<file path="config.mk">
export PLATFORM = sky130hd
export DESIGN_NAME = mma_tile_scheduler
export DESIGN_NICKNAME = d
export VERILOG_FILES = /design/src/rtl/mma_pkg.sv /design/src/rtl/mma_tile_index_counter.sv /design/src/rtl/mma_tile_scheduler.sv
export SDC_FILE = /design/constraint.sdc
export NUM_CORES = 1
export LEC_CHECK = 0
export ABC_CLOCK_PERIOD_IN_PS = 2690
export BUFFER_PORTS_ARGS = -buffer_cell sky130_fd_sc_hd__buf_4
export CAP_MARGIN = 10
export CORE_ASPECT_RATIO = 1.2
export CORE_MARGIN = 2
export CORE_UTILIZATION = 55
export CTS_BUF_LIST = sky130_fd_sc_hd__clkbuf_8
export CTS_CLUSTER_DIAMETER = 200
export DETAILED_ROUTE_END_ITERATION = 12
export GPL_ROUTABILITY_DRIVEN = 0
export PLACE_DENSITY = 0.85
export SLEW_MARGIN = 0
export SYNTH_ARGS = -nofsm -noshare
export SYNTH_HDL_FRONTEND = slang
export SYNTH_SLANG_ARGS = --single-unit
</file>
<file path="constraint.sdc">
create_clock -name clk -period 2.69 [get_ports clk]
set_input_delay 0.1345 -clock clk [delete_from_list [all_inputs] [get_ports clk]]
set_output_delay 0.1345 -clock clk [all_outputs]
set_load 0.02 [all_outputs]
</file>
<file path="src/rtl/mma_pkg.sv">
// Shared constants and types for the tiled matrix-multiply scheduler.
// State codes stay plain localparams so older tooling and checkers can match them.
package mma_pkg;

  localparam int N          = 4;
  localparam int DIM_W_DEF  = 8;
  localparam int PERF_W_DEF = 32;

  localparam logic [2:0] ST_IDLE   = 3'd0;
  localparam logic [2:0] ST_ISSUE  = 3'd1;
  localparam logic [2:0] ST_WAIT   = 3'd2;
  localparam logic [2:0] ST_STORE  = 3'd3;
  localparam logic [2:0] ST_FINISH = 3'd4;

  typedef struct packed {
    logic [DIM_W_DEF-1:0] row;
    logic [DIM_W_DEF-1:0] col;
    logic [DIM_W_DEF-1:0] k;
  } tile_idx_t;

endpackage

</file>
<file path="src/rtl/mma_tile_index_counter.sv">
// Three-level nested wrap counter walking C tiles row-major with k innermost.
// The last_* flags compare against the job's latched tile counts.
module mma_tile_index_counter
  import mma_pkg::*;
#(
  parameter int DIM_W = DIM_W_DEF
) (
  input  logic             clk,
  input  logic             reset,
  input  logic             clear,
  input  logic             inc_k,
  input  logic             inc_tile,
  input  logic [DIM_W-1:0] m_tiles,
  input  logic [DIM_W-1:0] k_tiles,
  input  logic [DIM_W-1:0] p_tiles,
  output logic [DIM_W-1:0] row,
  output logic [DIM_W-1:0] col,
  output logic [DIM_W-1:0] k,
  output logic             last_k,
  output logic             last_tile
);

  localparam logic [DIM_W-1:0] ONE = 1;

  logic [DIM_W-1:0] row_q, row_d;
  logic [DIM_W-1:0] col_q, col_d;
  logic [DIM_W-1:0] k_q, k_d;

  always_comb begin
    row_d = row_q;
    col_d = col_q;
    k_d   = k_q;
    if (clear) begin
      row_d = '0;
      col_d = '0;
      k_d   = '0;
    end else if (inc_tile) begin
      k_d = '0;
      if (col_q == p_tiles - ONE) begin
        col_d = '0;
        row_d = (row_q == m_tiles - ONE) ? '0 : row_q + ONE;
      end else begin
        col_d = col_q + ONE;
      end
    end else if (inc_k) begin
      k_d = k_q + ONE;
    end
  end

  always_ff @(posedge clk or posedge reset) begin
    if (reset) begin
      row_q <= '0;
      col_q <= '0;
      k_q   <= '0;
    end else begin
      row_q <= row_d;
      col_q <= col_d;
      k_q   <= k_d;
    end
  end

  assign row       = row_q;
  assign col       = col_q;
  assign k         = k_q;
  assign last_k    = (k_q == k_tiles - ONE);
  assign last_tile = (row_q == m_tiles - ONE) && (col_q == p_tiles - ONE);

endmodule

</file>
<file path="src/rtl/mma_tile_scheduler.sv">
// Sequences N x N tile products for C = A*B over the systolic array and hands
// each finished C tile to the store path.
module mma_tile_scheduler
  import mma_pkg::*;
#(
  parameter int DIM_W  = DIM_W_DEF,
  parameter int PERF_W = PERF_W_DEF
) (
  input  logic              clk,
  input  logic              reset,
  input  logic              cfg_valid,
  output logic              cfg_ready,
  input  logic [DIM_W-1:0]  cfg_m_tiles,
  input  logic [DIM_W-1:0]  cfg_k_tiles,
  input  logic [DIM_W-1:0]  cfg_p_tiles,
  input  logic              abort,
  output logic              array_start,
  input  logic              array_done,
  output logic              acc_clear,
  output logic [DIM_W-1:0]  tile_row,
  output logic [DIM_W-1:0]  tile_col,
  output logic [DIM_W-1:0]  tile_k,
  output logic              store_valid,
  input  logic              store_ready,
  output logic              busy,
  output logic              job_done,
  output logic              err,
  output logic [PERF_W-1:0] perf_cycles
);

  // Handshakes: a transfer happens on a rising edge where valid and ready are
  // both high; store_valid holds with stable indices until accepted or aborted.
  logic [2:0]        state_q, state_d;
  logic [DIM_W-1:0]  m_q, m_d, k_q, k_d, p_q, p_d;
  logic              err_q, err_d;
  logic              abort_pend_q, abort_pend_d;
  logic [PERF_W-1:0] perf_q, perf_d;
  logic              idx_clear, inc_k, inc_tile, last_k, last_tile;

  mma_tile_index_counter #(.DIM_W(DIM_W)) u_idx (
    .clk       (clk),
    .reset     (reset),
    .clear     (idx_clear),
    .inc_k     (inc_k),
    .inc_tile  (inc_tile),
    .m_tiles   (m_q),
    .k_tiles   (k_q),
    .p_tiles   (p_q),
    .row       (tile_row),
    .col       (tile_col),
    .k         (tile_k),
    .last_k    (last_k),
    .last_tile (last_tile)
  );

  always_comb begin
    state_d      = state_q;
    m_d          = m_q;
    k_d          = k_q;
    p_d          = p_q;
    err_d        = err_q;
    abort_pend_d = abort_pend_q;
    perf_d       = (state_q != ST_IDLE && perf_q != '1) ? perf_q + 1'b1 : perf_q;
    idx_clear    = 1'b0;
    inc_k        = 1'b0;
    inc_tile     = 1'b0;
    case (state_q)
      ST_IDLE: begin
        if (cfg_valid) begin
          m_d          = cfg_m_tiles;
          k_d          = cfg_k_tiles;
          p_d          = cfg_p_tiles;
          idx_clear    = 1'b1;
          err_d        = 1'b0;
          perf_d       = '0;
          abort_pend_d = 1'b0;
          if (cfg_m_tiles == '0 || cfg_k_tiles == '0 || cfg_p_tiles == '0) begin
            err_d   = 1'b1;
            state_d = ST_FINISH;
          end else begin
            state_d = ST_ISSUE;
          end
        end
      end
      ST_ISSUE: begin
        if (abort) begin
          err_d   = 1'b1;
          state_d = ST_FINISH;
        end else begin
          state_d = ST_WAIT;
        end
      end
      ST_WAIT: begin
        // The array is never abandoned mid-product: abort only takes effect at done.
        if (abort) begin
          err_d        = 1'b1;
          abort_pend_d = 1'b1;
        end
        if (array_done) begin
          if (abort || abort_pend_q) begin
            state_d = ST_FINISH;
          end else if (!last_k) begin
            inc_k   = 1'b1;
            state_d = ST_ISSUE;
          end else begin
            state_d = ST_STORE;
          end
        end
      end
      ST_STORE: begin
        if (abort) begin
          err_d   = 1'b1;
          state_d = ST_FINISH;
        end else if (store_ready) begin
          inc_tile = 1'b1;
          state_d  = last_tile ? ST_FINISH : ST_ISSUE;
        end
      end
      ST_FINISH: begin
        abort_pend_d = 1'b0;
        state_d      = ST_IDLE;
      end
      default: state_d = ST_IDLE;
    endcase
    if (array_done && state_q != ST_WAIT) err_d = 1'b1;
  end

  always_ff @(posedge clk or posedge reset) begin
    if (reset) begin
      state_q      <= ST_IDLE;
      m_q          <= '0;
      k_q          <= '0;
      p_q          <= '0;
      err_q        <= 1'b0;
      abort_pend_q <= 1'b0;
      perf_q       <= '0;
    end else begin
      state_q      <= state_d;
      m_q          <= m_d;
      k_q          <= k_d;
      p_q          <= p_d;
      err_q        <= err_d;
      abort_pend_q <= abort_pend_d;
      perf_q       <= perf_d;
    end
  end

  assign cfg_ready   = (state_q == ST_IDLE);
  assign busy        = (state_q != ST_IDLE);
  assign array_start = (state_q == ST_ISSUE) && !abort;
  assign store_valid = (state_q == ST_STORE) && !abort;
  assign job_done    = (state_q == ST_FINISH);
  assign acc_clear   = busy && (tile_k == '0);
  assign err         = err_q;
  assign perf_cycles = perf_q;

endmodule

</file>
==> results.txt <==
Setup TNS - 0 ps
Synth Instances - 579
Slew headroom - 47.5%
Worst Tran Pin Value - 787 ps
Horiz. Die Dim - 91.2 µm
top-area cell type share of the netlist area - 42.4%
Vias - 4,807
total global routing track utilization - 27.2%
Area Growth Syn to Fin - 25.4%
warnings from Yosys - 0
Root Driver - clkbuf_8
Top Metal Used - met4
global-route wire length before repair - 21,600 µm
Yosys cell types - 61
CORE AREA - 0.00894 mm²
#FFs+latches synth - 85
DR iter-0 viols - 425
Fmax achieved - 395 MHz
leakage - 2.87 nW
Tot Pwr - 0.00484 W
CP max FO - 10
H-tree Lvls - 3
total gr overflow - 0
clk_skew - 7.27 ps
maximum vdd drop - 381 µV
largest net degree at the start of global routing - 46
syn_area_per_cell - 8.67 µm²
Num CTS Buffers - 9
DP Worst Slack - 122 ps
Remaining DRCs - 0
TritonCTS Sinks - 85
async set or reset register ratio after synthesis - 100%
Final period util - 94.2%
# fillers - 681
Die Height - 109 µm
Vias/cell - 5.87
vias in the first global route - 4,539
CTS tree - built
Yosys top cell by area - dfrtp_1
CP startpoint kind - flip-flop
I/O Buffers - 92
Post-Route WL - 13,300 µm
CP required - 2940 ps
Seq/Total Area, Yosys - 42.4%
initial antenna violation count - 0
antenna viol nets, final - 0
Ports - 93
outcome - finished clean
worst-skew pair later-pin latency - 370 ps
Nets - 732
Worst Setup Slack, final - 156 ps
syn_nets - 617
Synth Flop Type - dfrtp_1
Final Hold Viols - 0
WL per Instance - 16.3 µm
RSZ-0062 raised after global routing - no
Synth area leaders - dfrtp_1 42%, nand2_1 7.8%, xnor2_1 5.9%
diode count - 0
Final min period - 2530 ps
fin. max-slew vios - 0
metal3 WL - 795 µm
DR pass1 iterations - 5
Crit path arrival time - 2780 ps
Initial Util - 56.2%
Post-synth EDFFs - 0
most used cells in the layout excluding fill and tap cells - 103 x nand2_1, 103 x buf_4, 85 x dfrtp_1
Metal-1 WL - 5460 µm
setup violators final - 0
critical path type - reg -> reg
row cnt - 38
clock buffer depth - 2
worst hold margin - 16.4 ps
clock slew at reported path FFs - 80 ps
Worst Hold Class - in -> reg
share of post-route cells with drive strength above 1 - 20.3%
CP endpoint kind - flip-flop
Post-Syn Area - 0.00502 mm²
PD cells - 769 mW/mm²
HPWL Detailed - 9350 µm
# Max-Cap Violations - 0
die area - 0.00991 mm²
routed wl met2 - 6800 µm
Layout Utilization - 70.4%
state kept, by name, summed over array words and instances, names as in the netlist:
register,count
u_idx.k,8
p_q,8
state_q,3
m_q,8
abort_pend_q,1
u_idx.col,8
perf_cycles,32
err,1
k_q,8
u_idx.row,8
repair_timing:
item,4_1_cts,5_1_grt
endpoints found under the hold margin,66,0
hold buffers,23,0
endpoints found under the setup margin,0,17
gates resized for setup,0,3
setup buffers,0,2
worst max-delay path: stages (launching register included):
cell and delay, ps:
dfrtp_1 450, inv_1 80, ha_1 300, nor2b_1 170, or3_1 360, a31oi_1 180
and3_1 240, nand3_2 230, a32oi_1 300, o31ai_1 100
per-stage QoR:
stage               cells  area, µm²
floorplan             579       5020
global placement      778       5860
detailed placement    778       5860
CTS                   817       6270
global route          819       6290
finish                819       6290
synth_stat cells, types with 2 or more instances:
master / instances
a21oi_2: 2
o31ai_1: 6
nand3_1: 28
nor4b_1: 3
o21bai_1: 2
and4_1: 5
a31oi_1: 6
a32oi_1: 3
nor4_1: 16
xnor2_1: 34
xor2_1: 20
nand3b_1: 3
o21ai_0: 26
nor2b_1: 6
nand4_1: 17
or4_1: 2
buf_2: 7
o211ai_1: 5
mux2i_1: 8
a41oi_1: 2
or2_2: 3
nor3_1: 15
a211oi_1: 2
nand2_1: 104
clkbuf_1: 14
or3_1: 15
o22ai_1: 3
a21oi_1: 17
and2_1: 4
dfrtp_1: 85
inv_1: 21
nor2_1: 52
nand4b_1: 2
buf_1: 2
and3_1: 6
ha_1: 8
kinds of logic after synthesis:
family | count (synthesis) | share of synthesized area (%)
DFF | 85 | 42.4
xor gates and xnor gates | 54 | 9.42
and+or+nand+nor | 291 | 29.2
AOI/OAI and AO/OA | 88 | 11.9
adders and majority gates | 8 | 1.99
buffers and inverters | 45 | 3.54
muxes | 8 | 1.60
path summary, 6_finish.rpt:
| kind | end | slack [ps] | startpoint | depth (start not counted) |
|---|---|---|---|---|
| worst max register to register | u_idx.row[6] | 160 | p_q[0] | 9 |
| worst min-delay path | p_q[1] | 20 | cfg_p_tiles[1] | 3 |
| max in group asynchronous | perf_cycles[10] | 1570 | reset | 4 |
| worst max-delay path | u_idx.row[6] | 160 | p_q[0] | 9 |
| worst min register to register | p_q[7] | 510 | p_q[7] | 2 |
| min in group asynchronous | perf_cycles[29] | 440 | reset | 3 |
where the power goes:
group / switching (W) / total, W / internal, W
logic: 0.00125 / 0.00212 / 0.000866
clock network: 0.000474 / 0.000852 / 0.000378
registers: 0.000350 / 0.00187 / 0.00152
total: 0.00208 / 0.00484 / 0.00276
per-layer routing:
layer / up-vias / GRT usage [%]
met3: 25 / 5.04
met1: 2316 / 33.7
li1: 2273 / -
met4: 0 / 9.09
met2: 193 / 48.3
met5: - / 0
area by class of cell:
class	instances	area (µm²)	share of cell area [%]
clock buffer	11	151	2.41
inverter	22	83.8	1.33
clock inverter	5	26.3	0.417
multi-input combinational	449	2730	43.4
timing repair buffer	127	1020	16.3
sequential	85	2130	33.8
tap	120	150	2.39
No activity file was read; power rests on OpenSTA's default activity.
